$ cat src/rtl/instruction_encoder_if.sv
// Request/response bundle between the program loader and the instruction encoder.
// The master side issues field requests and consumes encoded words.
interface instruction_encoder_if #(
    parameter int unsigned ADDR_WIDTH = 8
) ();
    logic                  in_valid;
    logic                  in_ready;
    logic [2:0]            fmt;
    logic [6:0]            opcode;
    logic [4:0]            rd;
    logic [4:0]            rs1;
    logic [4:0]            rs2;
    logic [2:0]            funct3;
    logic [6:0]            funct7;
    logic [31:0]           imm;
    logic                  out_valid;
    logic                  out_ready;
    logic [31:0]           out_instr;
    logic [ADDR_WIDTH-1:0] out_addr;
    logic                  out_err;
    logic [1:0]            err_code;

    modport master (
        output in_valid, fmt, opcode, rd, rs1, rs2, funct3, funct7, imm, out_ready,
        input  in_ready, out_valid, out_instr, out_addr, out_err, err_code
    );

    modport slave (
        input  in_valid, fmt, opcode, rd, rs1, rs2, funct3, funct7, imm, out_ready,
        output in_ready, out_valid, out_instr, out_addr, out_err, err_code
    );
endinterface

$ cat src/rtl/instruction_encoder.sv
// Packs RV32I fields and a signed immediate into an instruction word, substituting a NOP
// for requests with bad format, misaligned or out-of-range immediates.
module instruction_encoder #(
    parameter int unsigned ADDR_WIDTH = 8,
    parameter int unsigned BASE_ADDR  = 0
) (
    input  logic                  clk,
    input  logic                  rst,
    input  logic                  restart,
    instruction_encoder_if.slave  bus,
    output logic [7:0]            err_cnt
);

    localparam logic [ADDR_WIDTH-1:0] BaseAddr = ADDR_WIDTH'(BASE_ADDR);
    localparam logic [31:0]           Nop      = 32'h0000_0013;

    typedef enum logic {StEmpty, StFull} state_e;

    state_e                state_q, state_d;
    logic [31:0]           out_instr_q;
    logic [ADDR_WIDTH-1:0] out_addr_q;
    logic                  out_err_q;
    logic [1:0]            err_code_q;
    logic [ADDR_WIDTH-1:0] addr_cnt_q, addr_cnt_d, addr_base;
    logic [7:0]            err_cnt_q, err_cnt_d;

    logic                  in_hs, out_hs;
    logic signed [31:0]    simm;
    logic [31:0]           enc_instr;
    logic                  range_ok, misaligned, bad_fmt;
    logic [1:0]            enc_code;

    assign simm = $signed(bus.imm);

    always_comb begin
        enc_instr  = '0;
        range_ok   = 1'b1;
        misaligned = 1'b0;
        bad_fmt    = 1'b0;
        case (bus.fmt)
            3'd0: enc_instr = {bus.funct7, bus.rs2, bus.rs1, bus.funct3, bus.rd, bus.opcode};
            3'd1: begin
                enc_instr = {bus.imm[11:0], bus.rs1, bus.funct3, bus.rd, bus.opcode};
                range_ok  = (simm >= -32'sd2048) && (simm <= 32'sd2047);
            end
            3'd2: begin
                enc_instr = {bus.imm[11:5], bus.rs2, bus.rs1, bus.funct3, bus.imm[4:0],
                             bus.opcode};
                range_ok  = (simm >= -32'sd2048) && (simm <= 32'sd2047);
            end
            3'd3: begin
                enc_instr  = {bus.imm[12], bus.imm[10:5], bus.rs2, bus.rs1, bus.funct3,
                              bus.imm[4:1], bus.imm[11], bus.opcode};
                range_ok   = (simm >= -32'sd4096) && (simm <= 32'sd4094);
                misaligned = bus.imm[0];
            end
            3'd4: begin
                enc_instr = {bus.imm[31:12], bus.rd, bus.opcode};
                // Upper immediates carrying low bits cannot be represented.
                range_ok  = (bus.imm[11:0] == 12'd0);
            end
            3'd5: begin
                enc_instr  = {bus.imm[20], bus.imm[10:1], bus.imm[11], bus.imm[19:12], bus.rd,
                              bus.opcode};
                range_ok   = (simm >= -32'sd1048576) && (simm <= 32'sd1048574);
                misaligned = bus.imm[0];
            end
            default: bad_fmt = 1'b1;
        endcase

        if (bad_fmt) begin
            enc_code = 2'd3;
        end else if (misaligned) begin
            enc_code = 2'd2;
        end else if (!range_ok) begin
            enc_code = 2'd1;
        end else begin
            enc_code = 2'd0;
        end
    end

    assign bus.out_valid = (state_q == StFull);
    assign bus.in_ready  = (state_q == StEmpty) || bus.out_ready;
    assign in_hs         = bus.in_valid && bus.in_ready;
    assign out_hs        = bus.out_valid && bus.out_ready;

    always_comb begin
        state_d = state_q;
        case (state_q)
            StEmpty: if (in_hs) state_d = StFull;
            StFull:  if (out_hs && !in_hs) state_d = StEmpty;
            default: state_d = StEmpty;
        endcase
    end

    // restart takes effect before the accept so the accepted word lands on BaseAddr.
    always_comb begin
        addr_base  = restart ? BaseAddr : addr_cnt_q;
        addr_cnt_d = in_hs ? addr_base + 1'b1 : addr_base;
        err_cnt_d  = err_cnt_q;
        if (restart) begin
            err_cnt_d = '0;
        end else if (out_hs && out_err_q && (err_cnt_q != 8'hFF)) begin
            err_cnt_d = err_cnt_q + 8'd1;
        end
    end

    always_ff @(posedge clk or posedge rst) begin
        if (rst) begin
            state_q     <= StEmpty;
            out_instr_q <= '0;
            out_addr_q  <= BaseAddr;
            out_err_q   <= 1'b0;
            err_code_q  <= 2'd0;
            addr_cnt_q  <= BaseAddr;
            err_cnt_q   <= '0;
        end else begin
            state_q    <= state_d;
            addr_cnt_q <= addr_cnt_d;
            err_cnt_q  <= err_cnt_d;
            if (in_hs) begin
                out_instr_q <= (enc_code != 2'd0) ? Nop : enc_instr;
                out_addr_q  <= addr_base;
                out_err_q   <= (enc_code != 2'd0);
                err_code_q  <= enc_code;
            end
        end
    end

    assign bus.out_instr = out_instr_q;
    assign bus.out_addr  = out_addr_q;
    assign bus.out_err   = out_err_q;
    assign bus.err_code  = err_code_q;
    assign err_cnt       = err_cnt_q;

endmodule

$ cat src/flat_wrapper.sv
// flat-port wrapper written by rule: the top's interface ports become plain ports
module instruction_encoder_flat 
#(
    parameter int unsigned ADDR_WIDTH = 8,
    parameter int unsigned BASE_ADDR  = 0
)
  (clk, rst, restart, err_cnt, bus_in_valid, bus_fmt, bus_opcode, bus_rd, bus_rs1, bus_rs2, bus_funct3, bus_funct7, bus_imm, bus_out_ready, bus_in_ready, bus_out_valid, bus_out_instr, bus_out_addr, bus_out_err, bus_err_code);
  instruction_encoder_if #(.ADDR_WIDTH(ADDR_WIDTH)) bus_i ();
  input  logic clk;
  input  logic rst;
  input  logic restart;
  output logic [7:0] err_cnt;
  input wire logic [$bits(bus_i.in_valid)-1:0] bus_in_valid;
  input wire logic [$bits(bus_i.fmt)-1:0] bus_fmt;
  input wire logic [$bits(bus_i.opcode)-1:0] bus_opcode;
  input wire logic [$bits(bus_i.rd)-1:0] bus_rd;
  input wire logic [$bits(bus_i.rs1)-1:0] bus_rs1;
  input wire logic [$bits(bus_i.rs2)-1:0] bus_rs2;
  input wire logic [$bits(bus_i.funct3)-1:0] bus_funct3;
  input wire logic [$bits(bus_i.funct7)-1:0] bus_funct7;
  input wire logic [$bits(bus_i.imm)-1:0] bus_imm;
  input wire logic [$bits(bus_i.out_ready)-1:0] bus_out_ready;
  output wire logic [$bits(bus_i.in_ready)-1:0] bus_in_ready;
  output wire logic [$bits(bus_i.out_valid)-1:0] bus_out_valid;
  output wire logic [$bits(bus_i.out_instr)-1:0] bus_out_instr;
  output wire logic [$bits(bus_i.out_addr)-1:0] bus_out_addr;
  output wire logic [$bits(bus_i.out_err)-1:0] bus_out_err;
  output wire logic [$bits(bus_i.err_code)-1:0] bus_err_code;
  assign bus_i.in_valid = bus_in_valid;
  assign bus_i.fmt = bus_fmt;
  assign bus_i.opcode = bus_opcode;
  assign bus_i.rd = bus_rd;
  assign bus_i.rs1 = bus_rs1;
  assign bus_i.rs2 = bus_rs2;
  assign bus_i.funct3 = bus_funct3;
  assign bus_i.funct7 = bus_funct7;
  assign bus_i.imm = bus_imm;
  assign bus_i.out_ready = bus_out_ready;
  assign bus_in_ready = bus_i.in_ready;
  assign bus_out_valid = bus_i.out_valid;
  assign bus_out_instr = bus_i.out_instr;
  assign bus_out_addr = bus_i.out_addr;
  assign bus_out_err = bus_i.out_err;
  assign bus_err_code = bus_i.err_code;
  instruction_encoder #(.ADDR_WIDTH(ADDR_WIDTH), .BASE_ADDR(BASE_ADDR)) u_core (.clk(clk), .rst(rst), .restart(restart), .bus(bus_i), .err_cnt(err_cnt));
endmodule
$ cat config.mk
export PLATFORM = sky130hd
export DESIGN_NAME = instruction_encoder_flat
export DESIGN_NICKNAME = d
export VERILOG_FILES = /design/src/rtl/instruction_encoder_if.sv /design/src/rtl/instruction_encoder.sv /design/src/flat_wrapper.sv
export SDC_FILE = /design/constraint.sdc
export NUM_CORES = 1
export LEC_CHECK = 0
export ABC_AREA = 1
export CAP_MARGIN = 20
export CORE_MARGIN = 8
export CORE_UTILIZATION = 50
export CTS_CLUSTER_DIAMETER = 200
export DETAILED_ROUTE_END_ITERATION = 10
export HOLD_SLACK_MARGIN = 0.03
export PLACE_DENSITY = 0.87
export SYNTH_ARGS = -nofsm -noshare
export SYNTH_HDL_FRONTEND = slang
export SYNTH_SLANG_ARGS = --single-unit
$ cat constraint.sdc
create_clock -name clk -period 2.65 [get_ports clk]
set_input_delay 0.265 -clock clk [delete_from_list [all_inputs] [get_ports clk]]
set_output_delay 0.265 -clock clk [all_outputs]
set_load 0.03 [all_outputs]
After elaboration in Yosys (flattened, before gate mapping):

Index checks and enable logic that the tools add are counted.

* ROM bits: 0
* input bits: 72
* word-level logic and storage cells: 53
* register bits after elaboration: 60
* memory bits (writable): 0
* latch bits: 0
* memories kept: 0
* output and inout port bits: 53

* shift-type cells: 0
* magnitude comparators: 6
* $add $sub $neg: 2
* bitwise gates (word level): 1
* reduce and logical (&&, ||, !) cells: 17
* multipliers: 0
* div/mod/pow operators: 0
* eq/ne operators: 6
* muxes and demuxes: 14

Operators with widths (number)
* $pmux 32 s6: 1
* $ge 32x12->1 const B: 1
* $ge 32x13->1 const B: 1
* $ge 32x21->1 const B: 1
* $le 32x12->1 const B: 1
* $le 32x13->1 const B: 1
* $le 32x21->1 const B: 1
* $mux 32: 1
* $mux 8: 4
* $add 8x1->8 const B: 2
* $logic_not 12->1: 1
* $logic_and 1x1->1: 8
* $ne 8x8->1 const B: 1
* $eq 3x2->1 const B: 2
* $eq 3x3->1 const B: 2
* $reduce_or 6->1: 1
* $mux 1: 4
* $mux 2: 2
* $pmux 1 s4: 1
* $reduce_bool 2->1: 2
* $reduce_or 2->1: 2
* $eq 3x1->1 const B: 1
* $logic_not 3->1: 1
* $pmux 1 s2: 1
* 3 further kinds: 3

Longest topological paths before layout:

Gate-level depths: netlist (run 1).

* word-level depth: 8
* depth in mapped cells: 13
* gate-level depth less buffers: 13

Worst setup path after synthesis (run 1):

No wires, ideal clock.

* kind: reg-to-reg
* start point: register u_core.state_q (netlist: u_core.bus.out_valid)
* end point: register u_core.addr_cnt_q[1]
* arrival time: 1.714 ns
* setup time: 0.066 ns
* cell stages (with the launch flop): 7
* path slack: 0.871 ns
* period minus slack after synthesis: 1.779 ns
* required time: 2.584 ns
* path buffers: 2
* path through: dfrtp_1 > nand2_1 > nand2_1 > clkbuf_1 > clkbuf_1 > nand2_1 > nand2_1

* word-level cells in the longest chain between the ends: 4

Ends and longest elaborated chain
* from (decl): line instruction_encoder.sv:19 `state_e state_q, state_d;`
* from (signal assigned): line instruction_encoder.sv:110 `state_q <= StEmpty;`
* from (signal assigned): line instruction_encoder.sv:118 `state_q <= state_d;`
* $not 1->1: line instruction_encoder.sv:83 `assign bus.in_ready = (state_q == StEmpty) || bus.out_ready;`
* $logic_or 1x1->1: line instruction_encoder.sv:83
* via bus_in_ready: line flat_wrapper.sv:23 `output wire logic [$bits(bus_i.in_ready)-1:0] bus_in_ready;`
* $logic_and 1x1->1: line instruction_encoder.sv:84 `assign in_hs = bus.in_valid && bus.in_ready;`
* $mux 8: line instruction_encoder.sv:99 `addr_cnt_d = in_hs ? addr_base + 1'b1 : addr_base;`
* via u_core.addr_cnt_d[1]: line instruction_encoder.sv:24 `logic [ADDR_WIDTH-1:0] addr_cnt_q, addr_cnt_d, addr_base;`
* to (signal assigned): line instruction_encoder.sv:115 `addr_cnt_q <= BaseAddr;`
* to (signal assigned): line instruction_encoder.sv:119 `addr_cnt_q <= addr_cnt_d;`
* to (decl): line instruction_encoder.sv:24

The timed path passes the listed nets, and every way through them passes these cells.
A chain may end at the register's enable or synchronous reset.

Final worst setup path (run 1):

* start point: input port restart
* end point: register u_core.addr_cnt_q[6]

* word-level cells in the longest chain between the ends: 3

Ends and longest elaborated chain
* from (decl): line flat_wrapper.sv:11 `input logic restart;`
* $mux 8: line instruction_encoder.sv:98 `addr_base = restart ? BaseAddr : addr_cnt_q;`
* via u_core.addr_base[0]: line instruction_encoder.sv:24
* $add 8x1->8: line instruction_encoder.sv:99
* $mux 8: line instruction_encoder.sv:99
* via u_core.addr_cnt_d[6]: line instruction_encoder.sv:24

The timed path passes the listed nets, and every way through them passes these cells.

==> results.py, run 1 <==
metrics = {
    "timing": {
        "period_minus_slack_ns": 2.20,
        "fin_setup_tns_ns": 0,
        "clock_skew_ns": 0.0114,
        "timing.final.crit_share_pct": 83.1,
        "rsz0062_at_grt": "false",
        "slew_headroom_pct": 64.1,
        "timing.hold.ws_ns": 0.263,
        "finalSetupViolCount": 0,
        "slew_violations": 0,
        "fmax_mhz": 454,
        "tightest_slew_ns": 0.536,
        "hold_violations": 0,
    },
    "routing": {
        "drc_errors": 0,
        "drt-vias-per-instance": 5.37,
        "num_vias": 4008,
        "wl_per_cell_um": 16.8,
        "first_iter_violations": 306,
        "drt-total-wl_mm": 12.5,
        "ant_nets": 0,
        "dr.pass1.iters": 5,
    },
    "status": {
        "status": "finished, final reports clean",
    },
    "yosys": {
        "ys_seq_elements": 60,
        "synth_edf_count": 0,
        "synthCells": 518,
        "syn-cell-area_sq_um": 3660,
        "synth_top_cell_area_share_pct": 41.0,
        "avgSynthCellArea_sq_um": 7.07,
        "async_flop_share_pct": 100,
        "yosys.area.top_type": "dfrtp_1",
        "yosysWarnings": 0,
        "synth_flop_cell": "dfrtp_1",
        "synth_seq_area_share_pct": 41.0,
        "synth_cell_type_count": 39,
        "synth.area.top_cells": "dfrtp_1, nand2_1, nor2_1, nand3_2, inv_1",
        "synth_nets": 592,
    },
    "global_routing": {
        "grtUsageMet1_pct": 29.0,
        "grt_pass1_vias": 4113,
        "grt_pass1_wl_mm": 20.2,
        "grt_use_met2_pct": 43.0,
        "track_usage_pct": 25.0,
        "globalRouteMet3Util_pct": 6.46,
        "grt_remaining_overflow": 0,
        "grt_most_used_layer": "met2",
        "grt_max_degree": 26,
        "antenna_found_initial": 0,
    },
    "clocking": {
        "clockRootBuffer": "clkbuf_8",
        "postCtsSetupBuffers": 0,
        "clock-sinks": 60,
        "cts_hold_buf": 0,
        "clk_latency_ns": 0.34,
        "htreeDepth": 3,
        "clk_pin_slew_ns": 0.08,
        "cts_max_path_buffers": 2,
        "postCtsResizedCells": 0,
        "numCtsBuffers": 9,
        "tritoncts": "yes",
    },
    "die": {
        "start_util_pct": 51.1,
        "die_h_um": 102,
        "dieArea_sq_um": 10300,
        "die_w_um": 102,
        "num_rows": 31,
        "io_pins": 125,
        "core_area_sq_um": 7180,
    },
    "worst_setup_path": {
        "r2r-end": "u_core.err_cnt[5]$_DFFE_PP0P_",
        "critPathRequiredTime_ns": 2.87,
        "path_buf_inv": 4,
        "r2r_cells": 10,
        "path_cells": "clkdlybuf4s50_1 -> inv_1 -> nand2_1 -> inv_1 -> ha_1 -> nand2_1 -> nor3_1 -> nand3_1 -> xor2_1 -> inv_1",
        "slowest_delay_ns": 0.55,
        "start_kind": "input pin",
        "worstReg2RegStart": "u_core.err_cnt[1]$_DFFE_PP0P_",
        "critPathMostFrequentCell": "inv_1",
        "criticalPathCategory": "input pin to flip-flop",
        "crit_fanout": 12,
        "cp.depth": 10,
        "cp_top_family": "buffers and inverters",
        "crit_path_end": "u_core.addr_cnt_q[6]$_DFF_PP0_",
        "critical_path.startpoint": "restart",
        "rrSetupSlack_ns": 0.87,
        "crit_path_end_kind": "flip-flop",
        "slowest_stage": "clkdlybuf4s50_1",
        "arrival_ns": 2.42,
    },
    "cells_and_area": {
        "nNetsFinal": 717,
        "syn2layout_area_growth_pct": 43.1,
        "drive_gt1_share_pct": 9.88,
        "diodes": 0,
    },
    "place": {
        "gp_congestion": 0.891,
        "port_buffers": 124,
        "dp_hpwl_mm": 9.48,
    },
    "power": {
        "pwr-share-comb_pct": 26.4,
        "intPower_uw": 1940,
        "p_sw_uw": 864,
        "p_clk_share_pct": 36.9,
        "p_seq_share_pct": 36.8,
        "power_density_nw_per_um2": 535,
        "leakage_uw": 0.00247,
        "ir_worst_vdd_uv": 268,
        "p_sw_share_pct": 30.8,
    },
    "min_path": {
        "hold_class": "input pin to asynchronous set/reset pin",
    },
    "job": {
        "maxCapViolCount": 0,
    },
}
==> cell families (layout without fill, tap and decap cells) <==
group                      after synthesis  after routing  share of synthesized area [%]
and+or+nand+nor                        346            346                           42.3
buffers and inverters                   68            198                           8.36
DFF                                     60             60                           41.0
AOI/OAI and AO/OA                       37             37                           6.42
xor gates and xnor gates                 4              4                          0.956
adders and majority gates                2              2                          0.683
muxes                                    1              1                          0.273
==> sequential cells by signal (all words and copies together) (netlist names) <==
register and count:
u_core.addr_cnt_q 8, u_core.bus.err_code 2, u_core.bus.out_addr 8, u_core.bus.out_err 1, u_core.bus.out_instr 32, u_core.bus.out_valid 1, u_core.err_cnt 8
==> through the flow <==
stage	total power (uW)	setup slack [ns]	instance area (sq um)	util, %	instances
final	2800	0.448	5240	73.1	747
after global routing	2920	0.259	5240	73.1	747
after CTS	2810	0.526	5240	73.1	747
after detailed placement	1780	0.285	4990	69.6	731
after global placement	1770	0.297	4990	69.6	731
after floorplan	1430	0.871	3660	-	518
==> layout by cell type (no fill, tap or decap), drive strengths merged, types with 5 or more instances in the layout <==
cell and instances:
nand2 202, clkdlybuf4s50 124, nor2 66, dfrtp 60, nand3 57, inv 51, o21ai 19, nor3 10
clkbuf 10, buf 7, a21oi 5
==> power by group through the flow <==
stage / Sequential (uW) / Clock [uW] / Combinational (uW)
after floorplan: 1170 / 0 / 260
after detailed placement: 1050 / 0 / 732
after CTS: 1030 / 1040 / 740
after global routing: 1040 / 1090 / 791
final: 1030 / 1030 / 739
after global placement: 1040 / 0 / 720
==> synth_stat cells (2+ instances only) <==
cell type	instances
clkbuf_1	8
o31ai_1	2
xor2_1	4
nor2_1	61
inv_2	4
nor3_1	10
nand4_1	4
a21oi_1	4
dfrtp_1	60
nor2_2	4
inv_1	47
o211ai_1	4
or2_2	3
ha_1	2
o21ai_0	18
buf_8	2
buf_6	2
nand2_1	200
buf_2	2
nand3_2	21
buf_4	3
nand3_1	35
nand2_2	2
==> cell type report <==
cell class                      instances  area [sq um]
Clock buffer                           10           138
Clock inverter                          6           111
Fill cell                             581          1930
Inverter                               51           191
Multi-Input combinational cell        390          1860
Sequential cell                        60          1500
Tap cell                               99           124
Timing Repair Buffer                  131          1320
==> worst reg2reg max path: stages (launching register included) <==
cell     delay, ns
dfrtp_1       0.37
ha_1          0.15
inv_1         0.06
nor4_1        0.36
nand2_1       0.09
nand2_1       0.20
nor2_1        0.11
inv_1         0.10
o21ai_0       0.09
nand2_1       0.08
nor2_1        0.05
==> layer usage <==
metal | routed length (um) | up-vias
met4 | 308 | 0
li1 | - | 1885
met2 | 6230 | 191
met5 | 0 | -
met3 | 1020 | 30
met1 | 4960 | 1902
==> worst min-delay path by stage <==
stage | startpoint | to | slack, ns | cells after the start
detailed placement | u_core.addr_cnt_q[7]$_DFF_PP0_ | u_core.addr_cnt_q[7]$_DFF_PP0_ | 0.46 | 1
finish | rst | u_core.err_cnt[5]$_DFFE_PP0P_ | 0.26 | 2
global placement | u_core.addr_cnt_q[7]$_DFF_PP0_ | u_core.addr_cnt_q[7]$_DFF_PP0_ | 0.44 | 1
floorplan | bus_in_valid | u_core.bus.out_valid$_DFF_PP0_ | 0.36 | 2
CTS | rst | u_core.err_cnt[4]$_DFFE_PP0P_ | 0.27 | 2
global route | rst | u_core.err_cnt[5]$_DFFE_PP0P_ | 0.32 | 2
Power figures use the tool's default switching activity.
==> inputs of run 2 (changes only) <==
--- a/config.mk
+++ b/config.mk
@@ -8,11 +8,11 @@
 export ABC_AREA = 1
 export CAP_MARGIN = 20
 export CORE_MARGIN = 8
-export CORE_UTILIZATION = 50
+export CORE_UTILIZATION = 42
 export CTS_CLUSTER_DIAMETER = 200
 export DETAILED_ROUTE_END_ITERATION = 10
 export HOLD_SLACK_MARGIN = 0.03
-export PLACE_DENSITY = 0.87
+export PLACE_DENSITY = 0.78
 export SYNTH_ARGS = -nofsm -noshare
 export SYNTH_HDL_FRONTEND = slang
 export SYNTH_SLANG_ARGS = --single-unit
==> constraint.sdc (replaced) <==
create_clock -name clk -period 1.8 [get_ports clk]
set_input_delay 0.18 -clock clk [delete_from_list [all_inputs] [get_ports clk]]
set_output_delay 0.18 -clock clk [all_outputs]
set_load 0.03 [all_outputs]
==> run 2 against run 1 <==
Routed wire length fell by 4.4%. Critical path type is now flip-flop to output pin. Non-clock buffer count rose by 45. Worst hold slack got worse by 0.041 ns. Sequential power rose by 47%. Global-route usage fell by 4.8 points. Largest cell class unchanged. Setup slack got worse by 0.37 ns. Design area rose by 7.3%. Power rose by 44%. Die area rose by 16%. Clock-buffer cell count did not move. Clock skew barely moved. Critical path depth fell by 8.
==> results.py, run 2 (synthesis gave the netlist of run 1 again) <==
metrics = {
    "timing": {
        "hold_violations": 0,
        "rsz0062_at_grt": "true",
        "clock_skew_ns": 0.0113,
        "slew_headroom_pct": 72.0,
        "period_minus_slack_ns": 1.72,
        "fmax_mhz": 580,
        "slew_violations": 0,
        "timing.final.crit_share_pct": 95.7,
        "finalSetupViolCount": 0,
        "tightest_slew_ns": 0.415,
        "timing.hold.ws_ns": 0.222,
    },
    "power": {
        "p_sw_uw": 1280,
        "pwr-share-comb_pct": 29.1,
        "intPower_uw": 2760,
        "p_seq_share_pct": 37.4,
        "power_density_nw_per_um2": 718,
        "p_sw_share_pct": 31.8,
        "ir_worst_vdd_uv": 379,
        "p_clk_share_pct": 33.5,
        "leakage_uw": 0.00272,
    },
    "worst_setup_path": {
        "crit_path_end_kind": "output pin",
        "crit_path_end": "bus_in_ready",
        "r2r_cells": 9,
        "rrSetupSlack_ns": 0.16,
        "crit_fanout": 3,
        "critPathRequiredTime_ns": 1.62,
        "start_kind": "flip-flop",
        "worstReg2RegStart": "u_core.err_cnt[0]$_DFFE_PP0P_",
        "critical_path.startpoint": "u_core.bus.out_valid$_DFF_PP0_",
        "r2r-end": "u_core.err_cnt[4]$_DFFE_PP0P_",
        "arrival_ns": 1.54,
        "criticalPathCategory": "flip-flop to output pin",
    },
    "cells_and_area": {
        "seqCellArea_sq_um": 1500,
        "nNetsFinal": 762,
        "largest_register_ffs": 32,
        "utilization_pct": 65.5,
        "syn2layout_area_growth_pct": 53.5,
        "final_common_cell": "nand2_1",
        "nFillCells": 740,
        "drive_gt1_share_pct": 16.2,
        "diodes": 0,
        "final_cell_mix": "nand2_1, clkdlybuf4s50_1, dfrtp_1",
        "multi_input_area_sq_um": 1870,
        "final-instance-count-excl-fill": 801,
    },
    "clocking": {
        "tritoncts": "yes",
        "numCtsBuffers": 9,
        "htreeDepth": 3,
        "clockRootBuffer": "clkbuf_8",
        "clk_latency_ns": 0.34,
        "postCtsSetupBuffers": 0,
        "cts_max_path_buffers": 2,
        "clock-sinks": 60,
        "clk_pin_slew_ns": 0.08,
    },
    "routing": {
        "dr.pass1.iters": 5,
        "num_vias": 4008,
        "drt-total-wl_mm": 12.0,
        "first_iter_violations": 259,
        "drt-vias-per-instance": 5.00,
        "wl_per_cell_um": 14.9,
        "drc_errors": 0,
        "ant_nets": 0,
    },
    "place": {
        "gp_congestion": 1.12,
        "dp_hpwl_mm": 9.34,
        "placedCellCount": 784,
        "port_buffers": 124,
    },
    "global_routing": {
        "track_usage_pct": 20.2,
        "grt_max_degree": 61,
        "grt_pass1_vias": 4088,
        "grt_remaining_overflow": 0,
        "antenna_found_initial": 0,
        "grt_pass1_wl_mm": 19.2,
    },
    "min_path": {
        "hold_class": "input pin to asynchronous set/reset pin",
    },
    "die": {
        "core_area_sq_um": 8590,
        "die_w_um": 109,
        "num_rows": 34,
        "dieArea_sq_um": 12000,
        "start_util_pct": 42.6,
        "io_pins": 125,
        "die_h_um": 109,
    },
    "job": {
        "maxCapViolCount": 0,
    },
    "status": {
        "status": "finished, final reports clean",
    },
}
==> run 2: metal layers <==
| layer | wire [um] | GRT usage (%) | part of all wire, % | up-vias |
|---|---|---|---|---|
| li1 | - | - | - | 1974 |
| met1 | 4780 | 22.5 | 40 | 1861 |
| met2 | 5980 | 34.8 | 50 | 150 |
| met3 | 942 | 7.21 | 7.9 | 23 |
| met4 | 270 | 7.23 | 2.3 | 0 |
| met5 | 0 | 0 | 0 | - |
==> run 2: critical path: stages, from the launching register on <==
cell             delay, ns
dfrtp_1               0.40
nand2_1               0.12
clkdlybuf4s50_1       0.68
==> run 2: power groups by stage <==
stage	Combinational (uW)	Clock (uW)	Sequential, uW
floorplan	383	0	1730
global route	1270	1440	1520
CTS	1160	1380	1510
global placement	1140	0	1540
finish	1180	1350	1510
detailed placement	1160	0	1540
==> run 2: how the worst min path moves through the flow <==
| stage | to | startpoint | depth (start not counted) | slack (ns) |
|---|---|---|---|---|
| 2_1_floorplan | u_core.bus.out_valid$_DFF_PP0_ | bus_in_valid | 2 | 0.28 |
| 3_3_place_gp | u_core.addr_cnt_q[7]$_DFF_PP0_ | u_core.addr_cnt_q[7]$_DFF_PP0_ | 1 | 0.44 |
| 3_5_place_dp | u_core.addr_cnt_q[7]$_DFF_PP0_ | u_core.addr_cnt_q[7]$_DFF_PP0_ | 1 | 0.46 |
| 4_1_cts | u_core.err_cnt[5]$_DFFE_PP0P_ | rst | 3 | 0.23 |
| 5_1_grt | u_core.err_cnt[4]$_DFFE_PP0P_ | rst | 3 | 0.26 |
| 6_report | u_core.err_cnt[5]$_DFFE_PP0P_ | rst | 3 | 0.22 |
==> run 2: repair_timing <==
item | in CTS | in global routing
endpoints found under the hold margin | 0 | 0
setup endpoints to repair | 0 | 24
resized for setup | 0 | 8
hold buffers | 0 | 0
==> run 2: final cells by class <==
type	instances	area share, %
timing repair buffer	176	30.4
clock buffer	10	2.27
inverter	51	3.40
sequential	60	26.7
tap	108	2.40
multi-input combinational	390	33.3
clock inverter	6	1.58
==> run 2: per-stage QoR <==
| stage | total power (uW) | setup WS (ns) | TNS (ns) | area, sq um |
|---|---|---|---|---|
| 3_5_place_dp | 2700 | -0.259 | -5.63 | 5360 |
| 5_1_grt | 4230 | -0.0566 | -0.188 | 5630 |
| 4_1_cts | 4060 | 0.0496 | 0 | 5580 |
| 2_1_floorplan | 2110 | 0.0207 | 0 | 3660 |
| 3_3_place_gp | 2670 | -0.186 | -4.65 | 5360 |
| 6_report | 4040 | 0.0769 | 0 | 5630 |
